<file path="config.mk">
export PLATFORM = sky130hd
export DESIGN_NAME = sm4_cbc_client
export DESIGN_NICKNAME = d
export VERILOG_FILES = /design/src/rtl/sm4_encryptor_pkg.sv /design/src/rtl/sm4_chain_fifo.sv /design/src/rtl/sm4_cbc_client.sv
export SDC_FILE = /design/constraint.sdc
export NUM_CORES = 2
export LEC_CHECK = 0
export CORE_AREA = 2 2 367 369
export DETAILED_ROUTE_END_ITERATION = 10
export DIE_AREA = 0 0 369 371
export PLACE_DENSITY = 0.6
export SYNTH_ARGS = -nofsm -noshare
export SYNTH_HDL_FRONTEND = slang
export SYNTH_SLANG_ARGS = --single-unit
</file>
<file path="constraint.sdc">
create_clock -name clk_i -period 4.7 [get_ports clk_i]
set_input_delay 0.47 -clock clk_i [delete_from_list [all_inputs] [get_ports clk_i]]
set_output_delay 0.47 -clock clk_i [all_outputs]
set_load 0.02 [all_outputs]
</file>
<file path="src/rtl/sm4_encryptor_pkg.sv">
`default_nettype none
// ============================================================================
// Module  : sm4_encryptor_pkg
// Purpose : Shared types for the SM4 encryptor and its CBC client.
// Revision: 1.0  initial release
// ============================================================================
package sm4_encryptor_pkg;

    localparam int group_size_p = 128;

    typedef logic [group_size_p-1:0] sm4_block_t;

    typedef enum logic [1:0] {
        eClientIdle,
        eClientRun,
        eClientDrain
    } sm4_client_state_e;

    // One outstanding request: value XORed into its result, plus end-of-message mark.
    typedef struct packed {
        sm4_block_t xor_val;
        logic       last;
    } sm4_chain_entry_s;

endpackage
`default_nettype wire

</file>
<file path="src/rtl/sm4_chain_fifo.sv">
`default_nettype none
// ============================================================================
// Module  : sm4_chain_fifo
// Purpose : Synchronous FIFO of chain entries, one per outstanding request.
// Revision: 1.0  initial release
// ============================================================================
module sm4_chain_fifo
    import sm4_encryptor_pkg::*;
#(
    parameter int depth_p = 4
) (
    input  logic                       clk_i,
    input  logic                       reset_i,
    input  logic                       push_i,
    input  sm4_chain_entry_s           data_i,
    input  logic                       pop_i,
    output sm4_chain_entry_s           data_o,
    output logic                       full_o,
    output logic                       empty_o,
    output logic [$clog2(depth_p):0]   count_o
);

    localparam int ptr_w_lp = $clog2(depth_p);

    sm4_chain_entry_s      r_mem [depth_p];
    logic [ptr_w_lp-1:0]   r_wr_ptr;
    logic [ptr_w_lp-1:0]   r_rd_ptr;
    logic [ptr_w_lp:0]     r_count;
    logic                  w_push;
    logic                  w_pop;

    // A pop at full does not free the slot until the following cycle.
    assign w_push  = push_i & ~full_o;
    assign w_pop   = pop_i & ~empty_o;
    assign full_o  = (r_count == (ptr_w_lp+1)'(depth_p));
    assign empty_o = (r_count == '0);
    assign count_o = r_count;
    assign data_o  = r_mem[r_rd_ptr];

    always_ff @(posedge clk_i) begin
        if (!reset_i) begin
            r_wr_ptr <= '0;
            r_rd_ptr <= '0;
            r_count  <= '0;
        end else begin
            if (w_push) r_wr_ptr <= r_wr_ptr + 1'b1;
            if (w_pop)  r_rd_ptr <= r_rd_ptr + 1'b1;
            r_count <= r_count + {{ptr_w_lp{1'b0}}, w_push} - {{ptr_w_lp{1'b0}}, w_pop};
        end
    end

    always_ff @(posedge clk_i) begin
        if (w_push) r_mem[r_wr_ptr] <= data_i;
    end

endmodule
`default_nettype wire

</file>
<file path="src/rtl/sm4_cbc_client.sv">
`default_nettype none
// ============================================================================
// Module  : sm4_cbc_client
// Purpose : ECB/CBC initiator in front of one SM4 encryptor, pipelined requests.
// Revision: 1.0  initial release
// ============================================================================
module sm4_cbc_client
    import sm4_encryptor_pkg::*;
#(
    parameter int max_inflight_p = 4,
    parameter int count_width_p  = 16
) (
    input  logic                      clk_i,
    input  logic                      reset_i,
    input  logic                      start_i,
    input  logic [127:0]              key_i,
    input  logic [127:0]              iv_i,
    input  logic                      cbc_i,
    input  logic                      decode_i,
    output logic                      busy_o,
    output logic                      done_o,
    output logic [count_width_p-1:0]  blocks_done_o,
    input  logic [127:0]              data_i,
    input  logic                      last_i,
    input  logic                      data_v_i,
    output logic                      data_ready_o,
    output logic [127:0]              content_o,
    output logic [127:0]              key_o,
    output logic                      encode_or_decode_o,
    output logic                      v_o,
    input  logic                      ready_i,
    input  logic [127:0]              crypt_i,
    input  logic                      v_i,
    output logic                      yumi_o,
    output logic                      invalid_cache_o,
    output logic [127:0]              data_o,
    output logic                      data_v_o,
    input  logic                      data_yumi_i
);

    sm4_client_state_e                 r_state;
    sm4_client_state_e                 w_state_next;
    sm4_block_t                        r_key;
    sm4_block_t                        r_chain;
    sm4_block_t                        r_data;
    logic                              r_key_seen;
    logic                              r_cbc;
    logic                              r_decode;
    logic                              r_data_v;
    logic [count_width_p-1:0]          r_blocks_done;
    logic                              w_idle;
    logic                              w_start;
    logic                              w_serial;
    logic                              w_cbc_dec;
    logic                              w_fire;
    logic                              w_fifo_full;
    logic                              w_fifo_empty;
    logic [$clog2(max_inflight_p):0]   w_inflight;
    sm4_chain_entry_s                  w_push_entry;
    sm4_chain_entry_s                  w_head;

    assign w_idle    = (r_state == eClientIdle);
    assign w_start   = reset_i & start_i & w_idle;
    assign w_serial  = r_cbc & ~r_decode;
    assign w_cbc_dec = r_cbc & r_decode;

    // CBC encode needs the previous ciphertext, so only one request may be in flight.
    assign v_o          = (r_state == eClientRun) & data_v_i & ~w_fifo_full
                          & ~(w_serial & (w_inflight != '0));
    assign w_fire       = v_o & ready_i;
    assign data_ready_o = w_fire;
    assign content_o    = w_serial ? (data_i ^ r_chain) : data_i;

    assign w_push_entry.xor_val = w_cbc_dec ? r_chain : '0;
    assign w_push_entry.last    = last_i;

    assign yumi_o = ~w_idle & v_i & ~w_fifo_empty & (~r_data_v | data_yumi_i);

    assign invalid_cache_o    = w_start & (~r_key_seen | (key_i != r_key));
    assign key_o              = r_key;
    assign encode_or_decode_o = r_decode;
    assign busy_o             = ~w_idle;
    assign data_o             = r_data;
    assign data_v_o           = r_data_v;
    assign blocks_done_o      = r_blocks_done;

    sm4_chain_fifo #(
        .depth_p (max_inflight_p)
    ) u_chain_fifo (
        .clk_i   (clk_i),
        .reset_i (reset_i),
        .push_i  (w_fire),
        .data_i  (w_push_entry),
        .pop_i   (yumi_o),
        .data_o  (w_head),
        .full_o  (w_fifo_full),
        .empty_o (w_fifo_empty),
        .count_o (w_inflight)
    );

    always_comb begin
        w_state_next = r_state;
        done_o       = 1'b0;
        unique case (r_state)
            eClientIdle:  if (w_start) w_state_next = eClientRun;
            eClientRun:   if (w_fire & last_i) w_state_next = eClientDrain;
            eClientDrain: begin
                if (w_fifo_empty & ~r_data_v) begin
                    w_state_next = eClientIdle;
                    done_o       = 1'b1;
                end
            end
            default:      w_state_next = eClientIdle;
        endcase
    end

    always_ff @(posedge clk_i) begin
        if (!reset_i) begin
            r_state       <= eClientIdle;
            r_key         <= '0;
            r_key_seen    <= 1'b0;
            r_cbc         <= 1'b0;
            r_decode      <= 1'b0;
            r_chain       <= '0;
            r_data        <= '0;
            r_data_v      <= 1'b0;
            r_blocks_done <= '0;
        end else begin
            r_state <= w_state_next;
            if (w_start) begin
                r_key      <= key_i;
                r_key_seen <= 1'b1;
                r_cbc      <= cbc_i;
                r_decode   <= decode_i;
                r_chain    <= iv_i;
            end else if (w_fire & w_cbc_dec) begin
                r_chain <= data_i;
            end else if (yumi_o & w_serial) begin
                r_chain <= crypt_i;
            end
            // A new result may replace the one being taken downstream in the same cycle.
            if (yumi_o) begin
                r_data   <= crypt_i ^ w_head.xor_val;
                r_data_v <= 1'b1;
            end else if (data_yumi_i) begin
                r_data_v <= 1'b0;
            end
            if (w_start) begin
                r_blocks_done <= '0;
            end else if (data_yumi_i & r_data_v) begin
                r_blocks_done <= r_blocks_done + count_width_p'(1);
            end
        end
    end

endmodule
`default_nettype wire
</file>
After elaboration in Yosys (flattened, before gate mapping)

Memory sizes are Yosys's and may differ from the RTL's. A register that Yosys moved wholly into a read port is not among the register bits.
Index checks and enable logic that the tools add are counted.

Word-level logic and storage cells: 81
Memory bits (writable): 516
Input bits: 522
Memories: 1
Flip-flop bits (word level): 413
Output and inout bits: 408

Memories:

| name               | words | width | read ports | clocked after memory_dff | write ports | line                 | source |
|---|---|---|---|---|---|---|---|
| u_chain_fifo.r_mem | 4     | 129   | 1          | 1                        | 1           | sm4_chain_fifo.sv:25 | `sm4_chain_entry_s r_mem [depth_p];` |

Add/subtract/negate cells: 5
Equality and inequality tests: 7
Muxes and demuxes: 17
Reductions and logical operators: 7
Bitwise logic cells: 32

Operator list:

| kind                  | count |
|---|---|
| $mux 128              | 5 |
| $xor 128x128->128     | 2 |
| $ne 128x128->1        | 1 |
| $and 1x1->1           | 20 |
| $add 16x1->16 const B | 1 |
| $mux 2                | 5 |
| $not 1->1             | 8 |
| $mux 1                | 6 |
| $pmux 2 s3            | 1 |
| $reduce_bool 3->1     | 2 |
| $add 2x1->2 const B   | 2 |
| $ne 2x1->1 const B    | 2 |
| $add 3x1->3           | 1 |
| $eq 3x3->1 const B    | 1 |
| $logic_not 3->1       | 1 |
| $reduce_and 3->1      | 1 |
| $sub 3x1->3           | 1 |
| $eq 2x1->1 const B    | 1 |
| $eq 2x2->1 const B    | 1 |
| $logic_not 2->1       | 1 |
| $ne 2x2->1 const B    | 1 |
| $or 1x1->1            | 2 |
| $reduce_bool 2->1     | 1 |
| $reduce_or 2->1       | 1 |

Logic depth before layout (Yosys ltp)

Depth in word-level cells: 9
Mapped depth: 14
Mapped depth without buffers: 11

Hierarchy

From an unflattened synthesis, not the netlist that was laid out.

Cell total of the unflattened synthesis: 3,204
Area total of the unflattened synthesis: 40,666.5 um^2

By module, submodules not included:

| module         | area each (um^2) | cells an instance | instances | seq. area each (um^2) |
|---|---|---|---|---|
| sm4_cbc_client | 21,565.7         | 2,480             | 1         | 8,127.8 |
| sm4_chain_fifo | 19,100.8         | 724               | 1         | 15,675.0 |

Worst setup path before layout

Ideal clock, no wire load.

Path kind: reg-to-reg
Start point: register r_decode, in the netlist encode_or_decode_o
End point: memory u_chain_fifo.r_mem[2][100] (netlist bit) (enable)
Arrival time: 4.218 ns
Stages on the path, launching flop included: 6
Buffers on the path: 1
Period minus slack after synthesis: 4.721 ns
Data required time: 4.198 ns
Library setup time: 0.502 ns
Path slack: -0.021 ns
Path through: dfxtp_1 > and2b_1 > o21ai_0 > and3_1 > clkbuf_1 > and2_1

Cells in the longest elaborated chain, start to end: 9

RTL lines:

| what                          | line                  | source |
|---|---|---|
| start, declared               | sm4_cbc_client.sv:48  | `logic r_decode;` |
| start signal, assigned        | sm4_cbc_client.sv:134 | `r_decode <= decode_i;` |
| $not 1->1                     | sm4_cbc_client.sv:64  | `assign w_serial = r_cbc & ~r_decode;` |
| $and 1x1->1                   | sm4_cbc_client.sv:64  |  |
| $and 1x1->1                   | sm4_cbc_client.sv:69  | `& ~(w_serial & (w_inflight != '0));` |
| $not 1->1                     | sm4_cbc_client.sv:69  |  |
| $and 1x1->1                   | sm4_cbc_client.sv:69  |  |
| $and 1x1->1                   | sm4_cbc_client.sv:70  | `assign w_fire = v_o & ready_i;` |
| $and 1x1->1                   | sm4_chain_fifo.sv:33  | `assign w_push = push_i & ~full_o;` |
| named net u_chain_fifo.w_push | sm4_chain_fifo.sv:29  | `logic w_push;` |
| $mux 1                        | sm4_chain_fifo.sv:53  | `if (w_push) r_mem[r_wr_ptr] <= data_i;` |
| $mux 1 (not written as such)  | sm4_chain_fifo.sv:53  |  |
| end, declared                 | sm4_chain_fifo.sv:25  |  |

The timed path passes the listed nets, and every way through them passes these cells.

Final worst setup path

Start point: register r_key[1], in the netlist key_o[1]
End point: output port invalid_cache_o

Cells in the longest elaborated chain, start to end: 3

RTL lines:

| what                   | line                  | source |
|---|---|---|
| start, declared        | sm4_cbc_client.sv:43  | `sm4_block_t r_key;` |
| start signal, assigned | sm4_cbc_client.sv:131 | `r_key <= key_i;` |
| $ne 128x128->1         | sm4_cbc_client.sv:79  | `assign invalid_cache_o = w_start & (~r_key_seen \| (key_i != r_key));` |
| $or 1x1->1             | sm4_cbc_client.sv:79  |  |
| $and 1x1->1            | sm4_cbc_client.sv:79  |  |
| end, declared          | sm4_cbc_client.sv:35  | `output logic invalid_cache_o,` |

Every way passes these cells.

==> results.py <==
metrics = {
    "clock_network": {
        "clk_latency_ns": 0.72,
        "clock_sinks": 927,
        "htree_num_levels": 3,
        "cts_buffer_depth": 3,
        "cts_made_buffers": 103,
        "cts_hold_buf": 0,
        "cts-root-buf": "clkbuf_16",
        "post_cts_resized": 0,
        "cts_setup_buffers": 0,
        "cts_tree": "done",
        "clkTransAtPathRegs_ns": 0.06,
    },
    "grt": {
        "grt_first_pass_wirelength_um": 197000,
        "track_usage_pct": 19.4,
        "grt_start_max_net_pins": 165,
        "gr-total-overflow": 0,
        "first_global_vias": 28980,
        "antenna_found_initial": 19,
    },
    "drt": {
        "viasPerCell": 4.92,
        "wl_per_cell_um": 23.5,
        "detail_route.wirelength_um": 137000,
        "dr.pass1.iters": 5,
        "vias": 28688,
        "drcViolationCount": 0,
        "first_iter_violations": 2170,
        "postRouteAntennaNets": 0,
    },
    "critical_path": {
        "critical-path-slowest-cell": "a2111oi_0",
        "r2r_end": "u_chain_fifo.r_mem[3][25]$_DFFE_PP_",
        "cp-start-kind": "register",
        "worstPathMaxFanout": 3,
        "path_cells": "nand2b_1 > o2111ai_1 > a2111oi_0 > nand4_1 > nor4_1 > a31oi_1 > clkdlybuf4s50_1",
        "crit_end": "invalid_cache_o",
        "max_stage_delay_ns": 0.81,
        "cp-startpoint": "key_o[1]$_SDFFE_PN0P_",
        "r2r_cells": 5,
        "crit_required_ns": 4.23,
        "cp-end-kind": "output pin",
        "arrival_ns": 3.49,
        "rrSetupSlack_ns": 1.61,
        "timing.rr.start": "r_cbc$_SDFFE_PN0P_",
        "critPathKind": "reg -> out",
    },
    "timing": {
        "whs_ns": 0.206,
        "finalCritPeriodShare_pct": 84.3,
        "rsz0062_at_grt": "false",
        "finalSetupViolCount": 0,
        "drv_slew": 0,
        "fmax_ghz": 0.252,
        "worst_pin_slew_ns": 1.00,
        "min_period_ns": 3.96,
        "finalHoldViolCount": 0,
        "skew_ns": 0.0517,
        "slew_headroom_pct": 33.2,
        "setup_tns_ns": 0,
    },
    "synth": {
        "ys_warn_count": 0,
        "async_flop_share_pct": 0,
        "synth_edf_count": 512,
        "ys_types": 51,
        "synth_nets": 3618,
        "ys_ff_latch": 927,
        "synth_area_um2": 40100,
        "synthFlopType": "edfxtp_1",
        "ys_seq_area_share_pct": 59.1,
        "avgSynthCellArea_um2": 13.0,
        "syn_inst": 3088,
    },
    "finish": {
        "area_growth_pct": 36.7,
        "final_common_cell": "clkdlybuf4s50_1",
        "layout.cells.non_filler": 5829,
        "layout_common_cells": "clkdlybuf4s50_1 (928), edfxtp_1 (512), nand2_1 (430)",
        "post_route_cells_drive_above_1_share_pct": 9.13,
        "layout.nets": 4494,
        "utilization_pct": 41.2,
    },
    "power": {
        "p_leak_nw": 20.4,
        "power.density_nw_per_um2": 378,
        "peakVddDrop_mv": 0.317,
    },
    "die": {
        "dieArea_um2": 137000,
        "pin_count": 930,
        "initial_core_util_pct": 30.2,
        "fp.dieH_um": 371,
        "rows": 134,
        "die_w_um": 369,
        "core_area_um2": 133000,
    },
    "place": {
        "port_buffers": 929,
        "hpwl_um": 97900,
        "place.gp.congestion": 0.951,
        "placed_cells": 5627,
    },
    "status": {
        "status": "finished clean",
    },
    "flow_run": {
        "drv_cap": 0,
    },
    "worst_hold_path": {
        "hp-class": "in -> reg",
    },
}
-- final cells by class --
| class | instances | area, um^2 |
|---|---|---|
| fill | 12594 | 78000 |
| tap | 1768 | 2210 |
| multi-input combinational | 1864 | 14900 |
| antenna | 9 | 22.5 |
| timing repair buffer | 987 | 10000 |
| inverter | 81 | 304 |
| clock inverter | 50 | 618 |
| sequential | 927 | 23700 |
| clock buffer | 143 | 2990 |
-- kinds of logic (layout without fill, tap and decap cells) --
group | after synthesis | after routing | synth area share (%)
buffers and inverters | 297 | 1261 | 3.76
DFF | 927 | 927 | 59.1
and+or+nand+nor | 676 | 676 | 7.79
muxes | 257 | 257 | 10.4
other | 0 | 9 | 0
adders and majority gates | 8 | 8 | 0.268
xor gates and xnor gates | 347 | 347 | 7.58
AOI/OAI and AO/OA | 576 | 576 | 11.1
-- how the worst min path moves through the flow --
stage                     cells after the start                      end               startpoint
after floorplan                               2  r_key_seen$_SDFFE_PN0P_  r_key_seen$_SDFFE_PN0P_
after global placement                        2  r_key_seen$_SDFFE_PN0P_  r_key_seen$_SDFFE_PN0P_
after detailed placement                      2  r_key_seen$_SDFFE_PN0P_  r_key_seen$_SDFFE_PN0P_
after CTS                                     2  data_o[64]$_SDFFE_PN0P_                  reset_i
after global routing                          2  data_o[80]$_SDFFE_PN0P_                  reset_i
final                                         2  data_o[63]$_SDFFE_PN0P_                  reset_i
-- critical path, delay by kind of cell, from the launching register on --
| kind | cells | cell delay (ns) |
|---|---|---|
| compound gates | 3 | 1.06 |
| simple gates | 3 | 0.81 |
| flops | 1 | 0.35 |
| buf+inv | 1 | 0.57 |
-- where the power goes --
group / switching (mW) / internal [mW]
sequential: 0.270 / 8.82
clock: 3.44 / 5.07
combinational: 1.55 / 1.53
total: 5.27 / 15.4
-- registers in the layout, summed over array words and instances, names as in the netlist, 3 cells and up, named ones only --
name                  cells
u_chain_fifo.r_mem      512
u_chain_fifo.count_o      3
r_chain                 128
blocks_done_o            16
data_o                  128
key_o                   128
-- cell usage after synthesis (4+ instances only) --
master    instances  share of area (%)
nor2b_1          10               0.16
xor2_1           76                1.7
inv_1            81               0.76
ha_1              7               0.22
a221oi_1          8               0.17
xnor2_1         271                5.9
and2_1           12               0.19
dfxtp_1         415                 21
edfxtp_1        512                 38
buf_8             4               0.15
o21ai_1          82                1.0
and4_1            4              0.087
o22ai_1          53               0.83
o211a_1         128                3.2
buf_1            14               0.13
nor4_1           25               0.39
nand3_1          12               0.15
nand4_1          10               0.16
a22o_1          205                4.5
o21ai_0          84                1.0
buf_6            15               0.42
nand2_1         430                4.0
buf_2            50               0.62
nand2b_1          8               0.12
buf_12           10               0.50
mux2i_1         129                3.2
nor2_1           17               0.16
clkbuf_1        120                1.1
and3_1          134                2.1
mux4_2          128                7.2
-- layer usage --
metal | up-vias | GRT usage, % | part of all wire, %
li1 | 13207 | - | -
met1 | 14211 | 25.2 | 43
met2 | 1064 | 30.2 | 45
met3 | 196 | 6.22 | 8.9
met4 | 10 | 6.65 | 2.7
met5 | - | 0 | 0.050
-- stage by stage --
step / total power, mW / instance area [um^2] / setup slack, ns
after global placement: 12.3 / 51100 / 0.950
final: 20.7 / 54800 / 0.738
after detailed placement: 12.3 / 51100 / 0.953
after global routing: 21.4 / 54800 / 0.610
after CTS: 20.9 / 54800 / 0.712
after floorplan: 10.7 / 40100 / 1.40
Power figures use the tool's default switching activity.
